`src/rtl/pid_ctrl_gen.sv`:
```
// Decimated PID controller for the e-bike motor drive: signed error in, clipped unsigned drive out.
// drv_mag/sat are registered (1 clk after inputs); integrator and history advance only on dec_tick.
module pid_ctrl_gen #(
  parameter int ERR_W      = 13,
  parameter int OUT_W      = 12,
  parameter int INT_W      = 18,
  parameter int D_DEPTH    = 3,
  parameter int D_SAT_W    = 9,
  parameter int KD_SHIFT   = 1,
  parameter int DEC_W      = 20,
  parameter int FAST_SIM   = 0,
  parameter int FAST_DEC_W = 15
) (
  input  logic             clk,
  input  logic             rst_n,
  input  logic [ERR_W-1:0] error,
  input  logic             not_pedaling,
  input  logic             en,
  input  logic             int_clr,
  output logic [OUT_W-1:0] drv_mag,
  output logic             sat,
  output logic             dec_tick
);

  localparam int N  = (FAST_SIM != 0) ? FAST_DEC_W : DEC_W;
  localparam int S0 = (ERR_W > OUT_W + 1) ? ERR_W : OUT_W + 1;
  localparam int S  = ((S0 > D_SAT_W + KD_SHIFT) ? S0 : D_SAT_W + KD_SHIFT) + 2;

  logic [DEC_W-1:0] r_cnt;
  logic [INT_W-1:0] r_integ;
  logic [ERR_W-1:0] r_hist [D_DEPTH];
  logic [OUT_W-1:0] r_drv_mag;
  logic             r_sat;

  logic             w_tick;
  logic [INT_W:0]   w_isum;
  logic [INT_W-1:0] w_integ_nxt;
  logic             w_hold;
  logic [ERR_W-1:0] w_prev;
  logic [ERR_W:0]   w_diff;
  logic             w_dfit;
  logic [D_SAT_W-1:0] w_dsat;
  logic [S-1:0]     w_p;
  logic [S-1:0]     w_i;
  logic [S-1:0]     w_d;
  logic [S-1:0]     w_sum;
  logic             w_neg;
  logic             w_big;

  always_ff @(posedge clk or negedge rst_n) begin
    if (!rst_n) r_cnt <= '0;
    else        r_cnt <= r_cnt + {{(DEC_W-1){1'b0}}, 1'b1};
  end

  assign w_tick   = &r_cnt[N-1:0];
  assign dec_tick = w_tick;

  // r_integ never exceeds 2^(INT_W-1)-1, so bit INT_W-1 of the sum flags overflow
  assign w_isum = {1'b0, r_integ} + {{(INT_W+1-ERR_W){error[ERR_W-1]}}, error};

  always_comb begin
    w_integ_nxt = w_isum[INT_W-1:0];
    if (w_isum[INT_W])        w_integ_nxt = '0;
    else if (w_isum[INT_W-1]) w_integ_nxt = {1'b0, {(INT_W-1){1'b1}}};
  end

  // Stop winding up while the output is already pinned high and error still pushes up
  assign w_hold = r_sat && (&r_drv_mag) && !error[ERR_W-1] && (|error);

  always_ff @(posedge clk or negedge rst_n) begin
    if (!rst_n)                         r_integ <= '0;
    else if (int_clr || not_pedaling)   r_integ <= '0;
    else if (en && w_tick && !w_hold)   r_integ <= w_integ_nxt;
  end

  always_ff @(posedge clk or negedge rst_n) begin
    if (!rst_n) begin
      for (int k = 0; k < D_DEPTH; k++) r_hist[k] <= '0;
    end else if (en && w_tick) begin
      r_hist[0] <= error;
      for (int k = 1; k < D_DEPTH; k++) r_hist[k] <= r_hist[k-1];
    end
  end

  assign w_prev = r_hist[D_DEPTH-1];
  assign w_diff = {error[ERR_W-1], error} - {w_prev[ERR_W-1], w_prev};

  // In range when all bits above the D_SAT_W sign bit match it
  assign w_dfit = (&w_diff[ERR_W:D_SAT_W-1]) | ~(|w_diff[ERR_W:D_SAT_W-1]);
  assign w_dsat = w_dfit ? w_diff[D_SAT_W-1:0] :
                  (w_diff[ERR_W] ? {1'b1, {(D_SAT_W-1){1'b0}}} : {1'b0, {(D_SAT_W-1){1'b1}}});

  assign w_p   = {{(S-ERR_W){error[ERR_W-1]}}, error};
  assign w_i   = {{(S-OUT_W){1'b0}}, r_integ[INT_W-2 -: OUT_W]};
  assign w_d   = {{(S-D_SAT_W){w_dsat[D_SAT_W-1]}}, w_dsat} << KD_SHIFT;
  assign w_sum = w_p + w_i + w_d;
  assign w_neg = w_sum[S-1];
  assign w_big = !w_neg && (|w_sum[S-2:OUT_W]);

  always_ff @(posedge clk or negedge rst_n) begin
    if (!rst_n) begin
      r_drv_mag <= '0;
      r_sat     <= 1'b0;
    end else if (en) begin
      r_drv_mag <= w_neg ? '0 : (w_big ? {OUT_W{1'b1}} : w_sum[OUT_W-1:0]);
      r_sat     <= w_neg | w_big;
    end
  end

  assign drv_mag = r_drv_mag;
  assign sat     = r_sat;

endmodule

```
`config.mk`:
```
export PLATFORM = sky130hd
export DESIGN_NAME = pid_ctrl_gen
export DESIGN_NICKNAME = d
export VERILOG_FILES = /design/src/rtl/pid_ctrl_gen.sv
export SDC_FILE = /design/constraint.sdc
export NUM_CORES = 1
export LEC_CHECK = 0
export BUFFER_PORTS_ARGS = -buffer_cell sky130_fd_sc_hd__buf_2
export CAP_MARGIN = 15
export CORE_AREA = 2 2 122 94
export CTS_CLUSTER_DIAMETER = 30
export DETAILED_ROUTE_END_ITERATION = 10
export DIE_AREA = 0 0 124 96
export GPL_ROUTABILITY_DRIVEN = 0
export MAX_ROUTING_LAYER = met4
export PLACE_DENSITY = 0.87
export REMOVE_ABC_BUFFERS = 1
export SYNTH_ARGS = -nofsm -noshare
export SYNTH_HDL_FRONTEND = slang
export SYNTH_SLANG_ARGS = --single-unit
```
`constraint.sdc`:
```
create_clock -name clk -period 7.57 [get_ports clk]
set_input_delay 0.757 -clock clk [delete_from_list [all_inputs] [get_ports clk]]
set_output_delay 0.757 -clock clk [all_outputs]
set_load 0.01 [all_outputs]
```
==> results.txt, run 1 <==
The required time of the worst setup path is 7.76 ns. Adding up every negative setup slack in the final design gives 0 ns. The kind of start point of the critical path is an input pin. The pre-CTS setup slack is 1.415 ns. The count of cells along the worst register-to-register path is 20. The start-to-end type of the worst setup path is input pin to flip-flop.

In this run, synthesis inferred 0 flip-flops with an integrated enable. The worst setup path is captured at a flip-flop. The async set-or-reset flop fraction in the synthesized netlist came out at 100.0%. The via count of the first global-routing pass is 4,874. The number of endpoints failing setup at the final stage came out at 0. Buffers inserted to repair hold after CTS numbered 0. The detail route stage leaves a number of antenna-violating nets equal to 0.

The run finished with clean final reports. The count of standard-cell rows came out at 33. The post-CTS setup buffer count came out at 0. The largest total area in the synthesized netlist belongs to dfrtp_1. The post-route DRC violation count came out at 0.

The min-delay analysis places its worst path in the category input pin to asynchronous set/reset pin. The chip width came out at 124 um. Sorting the synthesized cells by area gives the leading types as dfrtp_1 36%, ha_1 9.5%, fa_1 4.5%, xnor2_1 4.2%, mux2_2 4.2%. The clock share of power came out at 38.4%.

The number of instances resized during post-cts repair is 0. The area inside the core boundary came out at 10,740 um^2. The clock arrives with 0.006979 ns of skew. The number of antenna violations at the first check in global routing was 0. Walking the worst path, the cells encountered are buf_2 -> inv_1 -> ha_1 -> inv_1 -> fa_1 -> a211o_1 -> a21oi_2 -> o21bai_1 -> xnor2_1 -> nand4_1 -> o21ai_2 -> o21ai_1 -> fa_1 -> ha_1 -> fa_1 -> a211oi_2 -> o21ai_1 -> a21oi_1 -> o21ai_1 -> and3b_1 -> o31ai_4 -> o221ai_1.

The distinct cell type count after synthesis came out at 72. The number of vias after detailed routing is 4,802. In this run the tool buffered the top-level ports with 31 buffer cells. For this run, the leading register cell type out of synthesis is dfrtp_1.

The initial core utilization is 57.86%. For this block, the routed nets add up to 14,280 um of wire. Data on the critical path arrives at its endpoint at 6.09 ns. In the final layout, the share of cells above drive strength 1 is 18.63%. The minimum setup slack among reg-to-reg paths came out at 1.94 ns. The detailed-route wire length per cell is 17.96 um. The maximum clock path buffer count is 2. The share of synthesized area in the top cell type comes to 35.86%.

The final HPWL from detailed placement came out at 10,280 um. The final period demand of the worst path came out at 5.906 ns. The number of DRC violations after detailed-routing iteration 0 came out at 349. The combinational share of power came out at 21.8%. The count of clock tree sinks came out at 89. Measured against its own limit, the worst slew margin works out to 22.99%. The power density over the cells is 188.8 nW/um^2. The net total in the final layout came out at 729. The sum of overflow across all layers after global routing is 0. The largest fanout of any net on the critical path came out at 12. The slew at the pin with the worst max-slew slack is 1.149 ns. The number of pins exceeding their max-slew limit in the final report came out at 0. The switching power as a share of total power came out at 30.13%. Derived from the worst setup path, the maximum achievable clock frequency is 169.3 MHz. The endpoint identified for the worst register-to-register timing path is drv_mag[3]$_DFFE_PN0P_. The count of filler cells inserted in the layout came out at 846. After layout, the worst setup slack is 1.664 ns. Sequential cells burn 39.8% of the power. The total number of yosys warnings came out at 0. The combined global-route utilization of all metal layers came out at 27.03%. The launching point of the worst reg2reg path is w_prev[0]$_DFFE_PN0P_.

The instance count of the mapped netlist is 617. The wire length of the first global-routing pass is 23,790 um. The number of clock buffers inserted by TritonCTS is 9. The area growth from synthesis to final layout came out at 9.468%. After clock tree synthesis, the clock-pin slew on the worst setup and hold paths is 0.06 ns. The cell sitting at the root of the clock tree is a clkbuf_16. Summed over all cells, the static leakage comes to 3.193 nW. Averaged over all synthesized cells, the footprint is 10.07 um^2. TritonCTS built the clock tree. The summed instance area of the synthesized netlist is 6211 um^2. Across the run, the number of max-cap violations was 0. The pin count of the biggest net entering global routing is 51.

The total number of H-tree levels is 3. The final hold violation count came out at 0. After layout, the worst path uses 78.02% of the clock period.

The area taken by flip-flops and latches is 2227 um^2. The post-layout total power is 1.283 mW. The delay contributed by the slowest stage of the critical path is 0.50 ns.

Setup repair after global routing left no endpoint under its margin. On the critical path, the stage with the largest delay is an instance of o31ai_4. For this design the top-level I/O count stands at 32. The area enclosed by the die boundary is 11,900 um^2. The net load switching power came out at 386.7 uW. The cell-internal power is 896.7 uW. The via-per-instance ratio came out at 6.040. The die is 96 um tall. The worst vdd rail ir drop came out at 0.09631 mV. The post-synthesis sequential element count is 89. The register area share after synthesis came out at 35.86%. The later-pin clock latency in the skew report came out at 0.35 ns. The area of the multi-input gates came out at 3711 um^2. The iteration count of the initial detailed-routing pass is 5. The number of antenna cells inserted is 0.
-- layer usage --
metal	vias up	GRT usage (%)	routed length, um
li1	2264	-	-
met1	2377	32.28	6008
met2	129	46.70	7216
met3	32	4.443	753
met4	0	9.551	297
met5	-	-	0
-- cell families after synthesis --
group,Yosys count,share of synthesized area (%)
XOR/XNOR,47,6.749
flip-flops,89,35.86
AND/OR/NAND/NOR,168,14.26
buffers and inverters,61,4.391
AO/OA/AOI/OAI,157,18.61
multiplexers,34,6.144
adder cells (fa/ha/maj),61,13.98
-- stage by stage --
step                util (%)  instances  area (um^2)  hold WS (ns)
finish                 63.33        795         6799        0.3824
global route           63.33        795         6799        0.4237
CTS                    63.33        795         6799        0.3993
detailed placement     60.30        779         6474        0.4644
global placement       60.30        779         6474        0.4547
floorplan                  -        606         6126        0.4360
-- flip-flops by register name, indices dropped and copies added (netlist names) --
register	count
r_cnt	20
w_prev	13
r_integ	17
r_hist	26
drv_mag	12
sat	1
-- power groups by stage --
stage	clock network, mW	logic, mW	registers, mW
after global routing	0.516	0.308	0.512
after global placement	0	0.259	0.518
final	0.493	0.280	0.510
after floorplan	0	0.172	0.527
after CTS	0.497	0.277	0.510
after detailed placement	0	0.273	0.519
-- placed cells by master (no fill, tap or decap), types with 4 or more instances in the layout --
master     count
dfrtp_1       89
inv_1         50
nand2_1       47
ha_1          47
a21oi_1       32
xnor2_1       30
buf_2         30
nor2_1        27
mux2_2        23
o21ai_0       18
xor2_1        16
o21ai_1       15
nand3_1       14
fa_1          14
o21ai_2       12
o21a_1        12
nor2_2        11
mux2_1        10
nor3_1        10
a21o_1        10
nor2b_1        9
o221ai_1       9
and3_1         9
clkbuf_16      9
a31oi_1        6
o21bai_1       6
o211ai_1       6
nor4_1         6
nand2b_1       5
and2_1         5
nand4_1        5
a211o_1        4
-- worst max-delay path by stage --
stage / depth (start not counted) / slack (ns) / to / start
4_1_cts: 22 / 1.73 / drv_mag[3]$_DFFE_PN0P_ / error[0]
3_5_place_dp: 22 / 1.42 / drv_mag[3]$_DFFE_PN0P_ / error[0]
5_1_grt: 22 / 1.26 / drv_mag[3]$_DFFE_PN0P_ / error[0]
6_report: 22 / 1.66 / drv_mag[3]$_DFFE_PN0P_ / error[0]
2_1_floorplan: 21 / 2.12 / drv_mag[10]$_DFFE_PN0P_ / error[0]
3_3_place_gp: 22 / 1.67 / drv_mag[8]$_DFFE_PN0P_ / error[0]
-- critical path, delay by kind of cell --
kind,cells,cell delay [ns]
adder cells (fa/ha/maj),5,1.72
buffers and inverters,3,0.26
XOR/XNOR,1,0.30
AND/OR/NAND/NOR,2,0.43
AO/OA/AOI/OAI,11,2.63
-- area by class of cell --
cell class,count,share of cell area [%]
clock buffers,9,3.312
inverters,50,2.760
clock inverters,7,1.472
repair buffers,33,2.540
well taps,140,2.576
flip-flops and latches,89,32.76
multi-input cells,467,54.58
-- Yosys cell counts (all sizes together), types with 9 or more instances --
cell / instances
mux2: 33
o221ai: 9
xnor2: 31
and3: 10
ha: 47
nor2: 38
o21a: 12
a21o: 11
o21ai: 45
nand2: 48
dfrtp: 89
inv: 50
xor2: 16
nor3: 12
nor2b: 9
fa: 14
nand3: 16
a21oi: 35
Note: power is estimated with default switching activity, not from simulation.
==> run 2, diff against run 1 <==
- CORE_AREA: 2 2 122 94 -> 2 2 125 97
- DIE_AREA: 0 0 124 96 -> 0 0 127 99
- clock period: 7.57 -> 5.4 ns (I/O delays scaled with it)
==> run 2 against run 1 <==
Net effect: worst setup slack got worse by 1.5 ns; sequential share of layout area fell by 0.88 points; routed wire length barely moved; clock power rose by 30%; final cell count rose by 2.6%; final area rose by 2.8%; non-clock buffer count rose by 17; critical endpoint is now drv_mag[8]$_DFFE_PN0P_; global-route usage fell by 2.8 points.
==> results.txt, run 2 (synthesis results as in run 1) <==
The flow ran to the end, and the final reports show no timing, DRC or antenna violations. The number of buffers inserted for hold repair after clock tree synthesis is 0 (unchanged). The leakage component of the power is 3.290 nW (+3.0%). STA classifies the critical path startpoint as an input pin. The iteration count of the initial detailed-routing pass came out at 5 (unchanged). The highest clock frequency the design can meet came out at 190.7 MHz. The clock-pin slew on the worst setup and hold paths was 0.07 ns (about the same). In this run the clock root is driven by a clkbuf_16.

The area growth from synthesis to final layout is 12.49%. The detailed-route wire length per cell is 17.49 um (-2.6%). The cell with the largest stage delay on the worst path is fa_1. The number of clock buffers inserted by TritonCTS came out at 9 (unchanged). The final hold violation count came out at 0 (unchanged). The pin count of the biggest net entering global routing came out at 90 (+76%).

The combined global-route utilization of all metal layers came to 24.25% (-2.8 points). The fraction of layout instances using a drive strength above 1 is 21.73% (+3.1 points). The total cell area at the placement stage is 6581 um^2 (+1.7%).

Traced cell by cell, the critical path runs through buf_2 -> inv_1 -> ha_1 -> inv_1 -> fa_1 -> a211o_1 -> a21oi_2 -> o211ai_1 -> xnor2_2 -> nand4_1 -> o21ai_4 -> o21ai_1 -> fa_1 -> ha_1 -> fa_2 -> a211oi_2 -> o21ai_1 -> a21oi_2 -> o21ai_1 -> and3b_2 -> o31ai_4 -> buf_12 -> o221ai_1. The combinational share of power came out at 23.7% (+1.9 points). The total wire length after detailed routing came to 14,270 um (about the same). The via-per-instance ratio came to 5.978 (-1.0%). The minimum setup slack among reg-to-reg paths came out at 0.18 ns (-1.76 ns).

The area taken by flip-flops and latches came to 2227 um^2 (unchanged). The switching power as a share of total power came out at 30.72% (+0.59 points). The largest registers in the layout are r_hist: 26 flops, r_cnt: 20 flops, r_integ: 17 flops.

The worst-case setup margin in the final layout is 0.1568 ns (-1.507 ns). The cell-internal power is 1.233 mW (+38%). The count of cells along the worst register-to-register path is 21 (+5.0%). The number of endpoints failing setup at the final stage came out at 0 (unchanged). The later-pin clock latency in the skew report came out at 0.35 ns (about the same). The slew at the pin with the worst max-slew slack came out at 1.042 ns (-0.1072 ns). The post-layout instance area came out at 6987 um^2 (+2.8%). The start-to-end type of the worst setup path is input pin to flip-flop. The vertical extent of the die is 99 um (+3.1%).

The worst vdd rail ir drop came out at 0.1473 mV (+53%). The part of the total power dissipated in sequential elements is 40.3% (+0.5 points). The largest fanout of any net on the critical path is 12 (unchanged). The library cell used most frequently in the layout, excluding fill and tap cells, is dfrtp_1. The number of pins exceeding their max-slew limit in the final report came out at 0 (unchanged). The number of max-cap violations is 0 (unchanged). The power density over the cells came to 254.8 nW/um^2 (+35%). The worst setup path is captured at a flip-flop. The required time of the worst setup path came out at 5.60 ns (-2.16 ns). The maximum clock path buffer count came out at 2 (unchanged). In this design, the critical path's most frequently occurring cell is o21ai_1.

TritonCTS built the clock tree. The count of filler cells inserted in the layout is 849 (+0.35%). The count of standard-cell rows was 34 (+3.0%). The final HPWL from detailed placement came out at 10,210 um (-0.64%).

The number of antenna violations at the first check in global routing is 0 (unchanged). The number of flip-flops under the largest register name is 26 (unchanged). The post-route fraction of the period consumed by the critical path is 97.10%.

The total number of H-tree levels is 3 (unchanged). The min-delay analysis places its worst path in the category input pin to asynchronous set/reset pin. Leaving out fill and tap cells, the most frequent cells in the layout are 89 x dfrtp_1, 50 x inv_1, 47 x nand2_1. The area inside the core boundary came out at 11,320 um^2 (+5.4%).

The number of top-level design ports was 32 (unchanged). The arrival time at the worst endpoint came to 5.45 ns (-0.64 ns). The post-route clock skew came out at 0.006628 ns (-0.0003510 ns). The pre-CTS setup slack came to -0.2023 ns (-1.618 ns).

The count of buffers from port buffering is 31 (unchanged). The final period demand of the worst path is 5.243 ns. The final-layout worst hold slack is 0.08558 ns (-0.2968 ns). The delay contributed by the slowest stage of the critical path came out at 0.44 ns (-0.06 ns). The remaining antenna violation count after routing came out at 0 (unchanged).

The number of vias after detailed routing came to 4,878 (+1.6%). The net total in the final layout is 746 (+2.3%). The via count of the first global-routing pass is 4,966 (+1.9%). Ranked by flip-flop count, first place goes to r_hist. The count of clock tree sinks is 89 (unchanged). The chip width was 127 um (+2.4%). The net load switching power came out at 546.9 uW (+41%). The sum of overflow across all layers after global routing is 0 (unchanged). The wire length of the first global-routing pass came out at 23,630 um (-0.67%). The number of DRC violations after detailed-routing iteration 0 came to 335 (-4.0%). The area enclosed by the die boundary is 12,570 um^2 (+5.6%). The area of the multi-input gates came out at 3759 um^2 (+1.3%). The post-route DRC violation count came out at 0 (unchanged).

The initial core utilization is 54.89% (-3.0 points). The number of antenna cells inserted came out at 0 (unchanged). The relative max-transition margin is 30.17% (+7.2 points). The share of the core filled with cells in the final layout came to 61.74% (-1.6 points). The post-layout total power was 1.780 mW (+39%). The clock share of power is 36.1% (-2.3 points).
==> run 2: cell type report <==
type,instances,area share [%]
Inverter,50,2.686
Clock buffer,9,3.223
Clock inverter,7,1.074
Multi-Input combinational cell,467,53.80
Sequential cell,89,31.88
Tap cell,144,2.579
Timing Repair Buffer,50,4.764
==> run 2: critical path: cells and delay by family <==
family	cells	cell delay, ns
adders and majority gates	5	1.60
xor gates and xnor gates	1	0.28
AOI/OAI and AO/OA	11	2.12
buffers and inverters	4	0.39
and+or+nand+nor	2	0.49
==> run 2: metal layers <==
metal / part of all wire, % / up-vias / global-route usage, %
li1: - / 2294 / -
met1: 44 / 2389 / 30.19
met2: 48 / 148 / 39.25
met3: 4.7 / 47 / 4.506
met4: 3.4 / 0 / 10.06
met5: 0 / - / -
==> run 2: power by group through the flow <==
stage	clock (mW)	sequential [mW]	combinational [mW]
final	0.642	0.717	0.421
after global routing	0.681	0.720	0.460
after CTS	0.650	0.716	0.396
after global placement	0	0.727	0.378
after floorplan	0	0.738	0.242
after detailed placement	0	0.728	0.394
==> run 2: stage by stage <==
| stage | cells | setup TNS [ns] |
|---|---|---|
| after floorplan | 606 | 0 |
| after global placement | 795 | 0 |
| after detailed placement | 795 | -1.875 |
| after CTS | 811 | 0 |
| after global routing | 816 | -0.4631 |
| final | 816 | 0 |
==> run 2: repair_timing <==
item / in CTS / in global routing
setup endpoints to repair: 0 / 13
setup buffers: 0 / 4
resized for setup: 0 / 9
==> run 2: worst paths after layout <==
kind                                       startpoint                     end
worst max register to register  w_prev[0]$_DFFE_PN0P_  drv_mag[8]$_DFFE_PN0P_
worst min-delay path                            rst_n  r_hist[21]$_DFFE_PN0P_
max in group asynchronous                       rst_n  drv_mag[7]$_DFFE_PN0P_
worst max-delay path                         error[0]  drv_mag[8]$_DFFE_PN0P_
min in group clk                   r_cnt[0]$_DFF_PN0_      r_cnt[0]$_DFF_PN0_
worst min register to register     r_cnt[0]$_DFF_PN0_      r_cnt[0]$_DFF_PN0_
==> run 3, diff against run 2 <==
- CORE_AREA: 2 2 125 97 -> 2 2 123 95
- CTS_BUF_LIST: not set -> sky130_fd_sc_hd__clkbuf_8
- DIE_AREA: 0 0 127 99 -> 0 0 125 97
- PLACE_DENSITY: 0.87 -> 0.89
- clock period: 5.4 -> 4.5 ns (I/O delays scaled with it)
==> run 3 against run 2 <==
Net effect: the flow now finishes with violations (negative setup slack); global-route usage grew 5.8 points; core utilization grew 9.0 points; first-iteration DRC count up 93%; sequential power grew 21%; sequential share of layout area down 2.8 points; register-to-register slack worse by 1.1 ns; flip-flop and latch count stayed put; non-clock buffer count increased by 72; via count up 16%; critical endpoint unchanged.
==> results.txt, run 3 (synthesis results as in run 1) <==
The post-route setup TNS was -11.53 ns (-11.53 ns). The reg-to-reg critical path endpoint is drv_mag[8]$_DFFE_PN0P_. The detailed-route wire length per cell is 21.79 um (+25%). CTS placed an instance of clkbuf_8 at the clock tree root. The clock-pin slew on the worst setup and hold paths was 0.09 ns (+0.02 ns).

The arrival time at the worst endpoint is 5.68 ns (+0.23 ns). The start-to-end type of the worst setup path is flip-flop to flip-flop. The number of antenna cells inserted came out at 0 (unchanged). The post-route DRC violation count is 0 (unchanged). The number of antenna violations at the first check in global routing came out at 0 (unchanged).

The largest registers in the layout are r_hist: 26 flops, r_cnt: 20 flops, r_integ: 17 flops. The final hold violation count came out at 0 (unchanged). The pin count of the biggest net entering global routing is 90 (unchanged). The count of standard-cell rows is 33 (-2.9%). The largest fanout of any net on the critical path came out at 6 (-6). The nature of the critical path endpoint is a flip-flop.

The length of routed met2 wiring is 8764 um (+28%). The met1 layer wirelength in the final routing was 7196 um (+15%). The worst-case setup margin in the final layout came out at -0.9215 ns (-1.078 ns).

The share of the core filled with cells in the final layout came out at 70.77% (+9.0 points). The area enclosed by the die boundary is 12,130 um^2 (-3.6%). The via count of the first global-routing pass came out at 5,864 (+18%). The wire length of the first global-routing pass is 28,640 um (+21%).

The count of filler cells inserted in the layout is 685 (-19%). The total wire length after detailed routing is 19,220 um (+35%). The count of clock tree sinks is 89 (unchanged). The count of cells along the worst register-to-register path is 21 (unchanged). The min-delay analysis places its worst path in the category input pin to asynchronous set/reset pin. The maximum clock path buffer count is 2 (unchanged). The fraction of layout instances using a drive strength above 1 is 35.04% (+13 points). The library cells used most frequently in the layout, excluding fill and tap cells, are 89 x dfrtp_1, 83 x buf_4, 48 x inv_1. The number of pins exceeding their max-slew limit in the final report came out at 0 (unchanged). The relative max-transition margin was 31.30% (+1.1 points). The via-per-instance ratio came to 6.431 (+7.6%). The clock tree from TritonCTS is built. Relative to the synthesized area, the layout overhead comes to 23.27%. The routed length on met3 came out at 1678 um (+150%). The number of max-cap violations came out at 0 (unchanged). Counting flops per register, the top entry is r_hist. The final HPWL from detailed placement came out at 11,590 um (+13%). The final reports fail on negative setup slack.

The final period demand of the worst path came out at 5.422 ns. The number of vias after detailed routing came out at 5,672 (+16%). The area inside the core boundary came out at 10,820 um^2 (-4.4%). The initial core utilization is 57.41% (+2.5 points). The post-route clock skew came out at 0.01099 ns (+0.004366 ns). The number of DRC violations after detailed-routing iteration 0 is 646 (+93%). The leakage component of the power is 3.608 nW (+9.7%). The minimum setup slack among reg-to-reg paths is -0.92 ns (-1.10 ns). The power density over the cells came to 274.9 nW/um^2 (+7.9%). The kind of start point of the critical path is a flip-flop. The flow ran to the end, but the final reports show violations. The sum of overflow across all layers after global routing is 0 (unchanged). The slew at the pin with the worst max-slew slack is 1.027 ns (-0.01450 ns). The number of top-level design ports was 32 (unchanged).

The combined global-route utilization of all metal layers was 30.02% (+5.8 points). The startpoint identified for the worst register-to-register timing path is w_prev[0]$_DFFE_PN0P_. Setup repair after global routing could not meet its margin everywhere. The later-pin clock latency in the skew report came out at 0.39 ns (+0.04 ns). The iteration count of the initial detailed-routing pass came out at 7 (+2). The net total in the final layout is 818 (+9.7%). The highest signal layer in the routed design is met4. The chip width came out at 125 um (-1.6%). The highest clock frequency the design can meet came out at 184.4 MHz.

The number of buffers inserted for hold repair after clock tree synthesis is 0 (unchanged). The vertical extent of the die is 97 um (-2.0%). The total number of H-tree levels came out at 3 (unchanged). The library cell used most frequently in the layout, excluding fill and tap cells, is dfrtp_1.

The number of flip-flops under the largest register name came out at 26 (unchanged). The final critical path takes up 120.5% of the cycle. The number of clock buffers inserted by TritonCTS came out at 9 (unchanged). The required time of the worst setup path came out at 4.76 ns (-0.84 ns). The number of endpoints failing setup at the final stage is 13 (+13).

The worst vdd rail ir drop is 0.2006 mV (+36%). The count of buffers from port buffering came out at 31 (unchanged). The remaining antenna violation count after routing is 0 (unchanged).
[run 3: cell types whose count changed in the layout (fill, tap and decap cells not counted), moves of 5 or more]
cell | before | now
ha_1 | 46 | 41
buf_6 | 0 | 6
clkbuf_16 | 9 | 0
o221ai_2 | 0 | 8
a21oi_1 | 31 | 22
buf_4 | 18 | 83
a21oi_2 | 3 | 11
o221ai_1 | 9 | 1
ha_4 | 0 | 5
clkbuf_8 | 0 | 9
[run 3: worst max-delay path: stages, from the launching register on]
cell	delay (ns)
dfrtp_1	0.37
ha_2	0.20
inv_2	0.05
fa_2	0.36
a211o_1	0.34
a21oi_2	0.21
o211ai_1	0.20
xnor2_2	0.26
nand4_1	0.24
o21ai_4	0.28
o21ai_2	0.11
fa_1	0.53
ha_4	0.20
fa_2	0.38
a211oi_2	0.26
o21ai_1	0.13
a21oi_2	0.24
o21ai_2	0.09
and3b_2	0.23
o31ai_4	0.31
buf_6	0.18
o221ai_2	0.09
[run 3: power breakdown]
part / internal, mW / total (mW) / switching (mW)
Combinational: 0.341 / 0.756 / 0.415
Clock: 0.189 / 0.482 / 0.293
Sequential: 0.832 / 0.866 / 0.0347
[run 3: area by class of cell]
type                    count  area (um^2)  area share [%]
multi-input cells         467         4008           52.35
clock inverters             5        26.28          0.3432
well taps                 140        175.2           2.288
flip-flops and latches     89         2227           29.09
inverters                  50        187.7           2.451
repair buffers            122        908.4           11.86
clock buffers               9        123.9           1.618
[run 3: layer usage]
layer | track usage (%) | up-vias
li1 | - | 2442
met1 | 35.92 | 2694
met2 | 47.70 | 381
met3 | 6.416 | 155
met4 | 16.32 | 0
met5 | - | -
[run 3: worst max path at each step]
stage | cells after the start | endpoint | slack, ns | from
CTS | 22 | drv_mag[5]$_DFFE_PN0P_ | -0.53 | w_prev[0]$_DFFE_PN0P_
floorplan | 21 | drv_mag[10]$_DFFE_PN0P_ | -0.64 | error[0]
global route | 22 | drv_mag[11]$_DFFE_PN0P_ | -1.07 | w_prev[0]$_DFFE_PN0P_
detailed placement | 22 | drv_mag[10]$_DFFE_PN0P_ | -0.98 | error[0]
finish | 21 | drv_mag[8]$_DFFE_PN0P_ | -0.92 | w_prev[0]$_DFFE_PN0P_
global placement | 23 | drv_mag[5]$_DFFE_PN0P_ | -0.77 | error[0]
[run 3: timing repair]
action,CTS,global route
endpoints found under the setup margin,13,13
resized for setup,31,35
buffers inserted,15,10
hold endpoints to repair,0,0
cloned,1,0
pin swaps,29,34
[run 3: metrics by stage]
step | cell area (um^2) | cells | hold slack (ns) | setup slack, ns | total power, mW
2_1_floorplan | 6126 | 606 | 0.1544 | -0.6434 | 1.176
3_3_place_gp | 6974 | 844 | 0.4532 | -0.7736 | 1.393
3_5_place_dp | 6974 | 844 | 0.4668 | -0.9822 | 1.426
4_1_cts | 7415 | 874 | 0.3428 | -0.5285 | 1.970
5_1_grt | 7656 | 882 | 0.09875 | -1.070 | 2.182
6_report | 7656 | 882 | 0.05949 | -0.9215 | 2.105
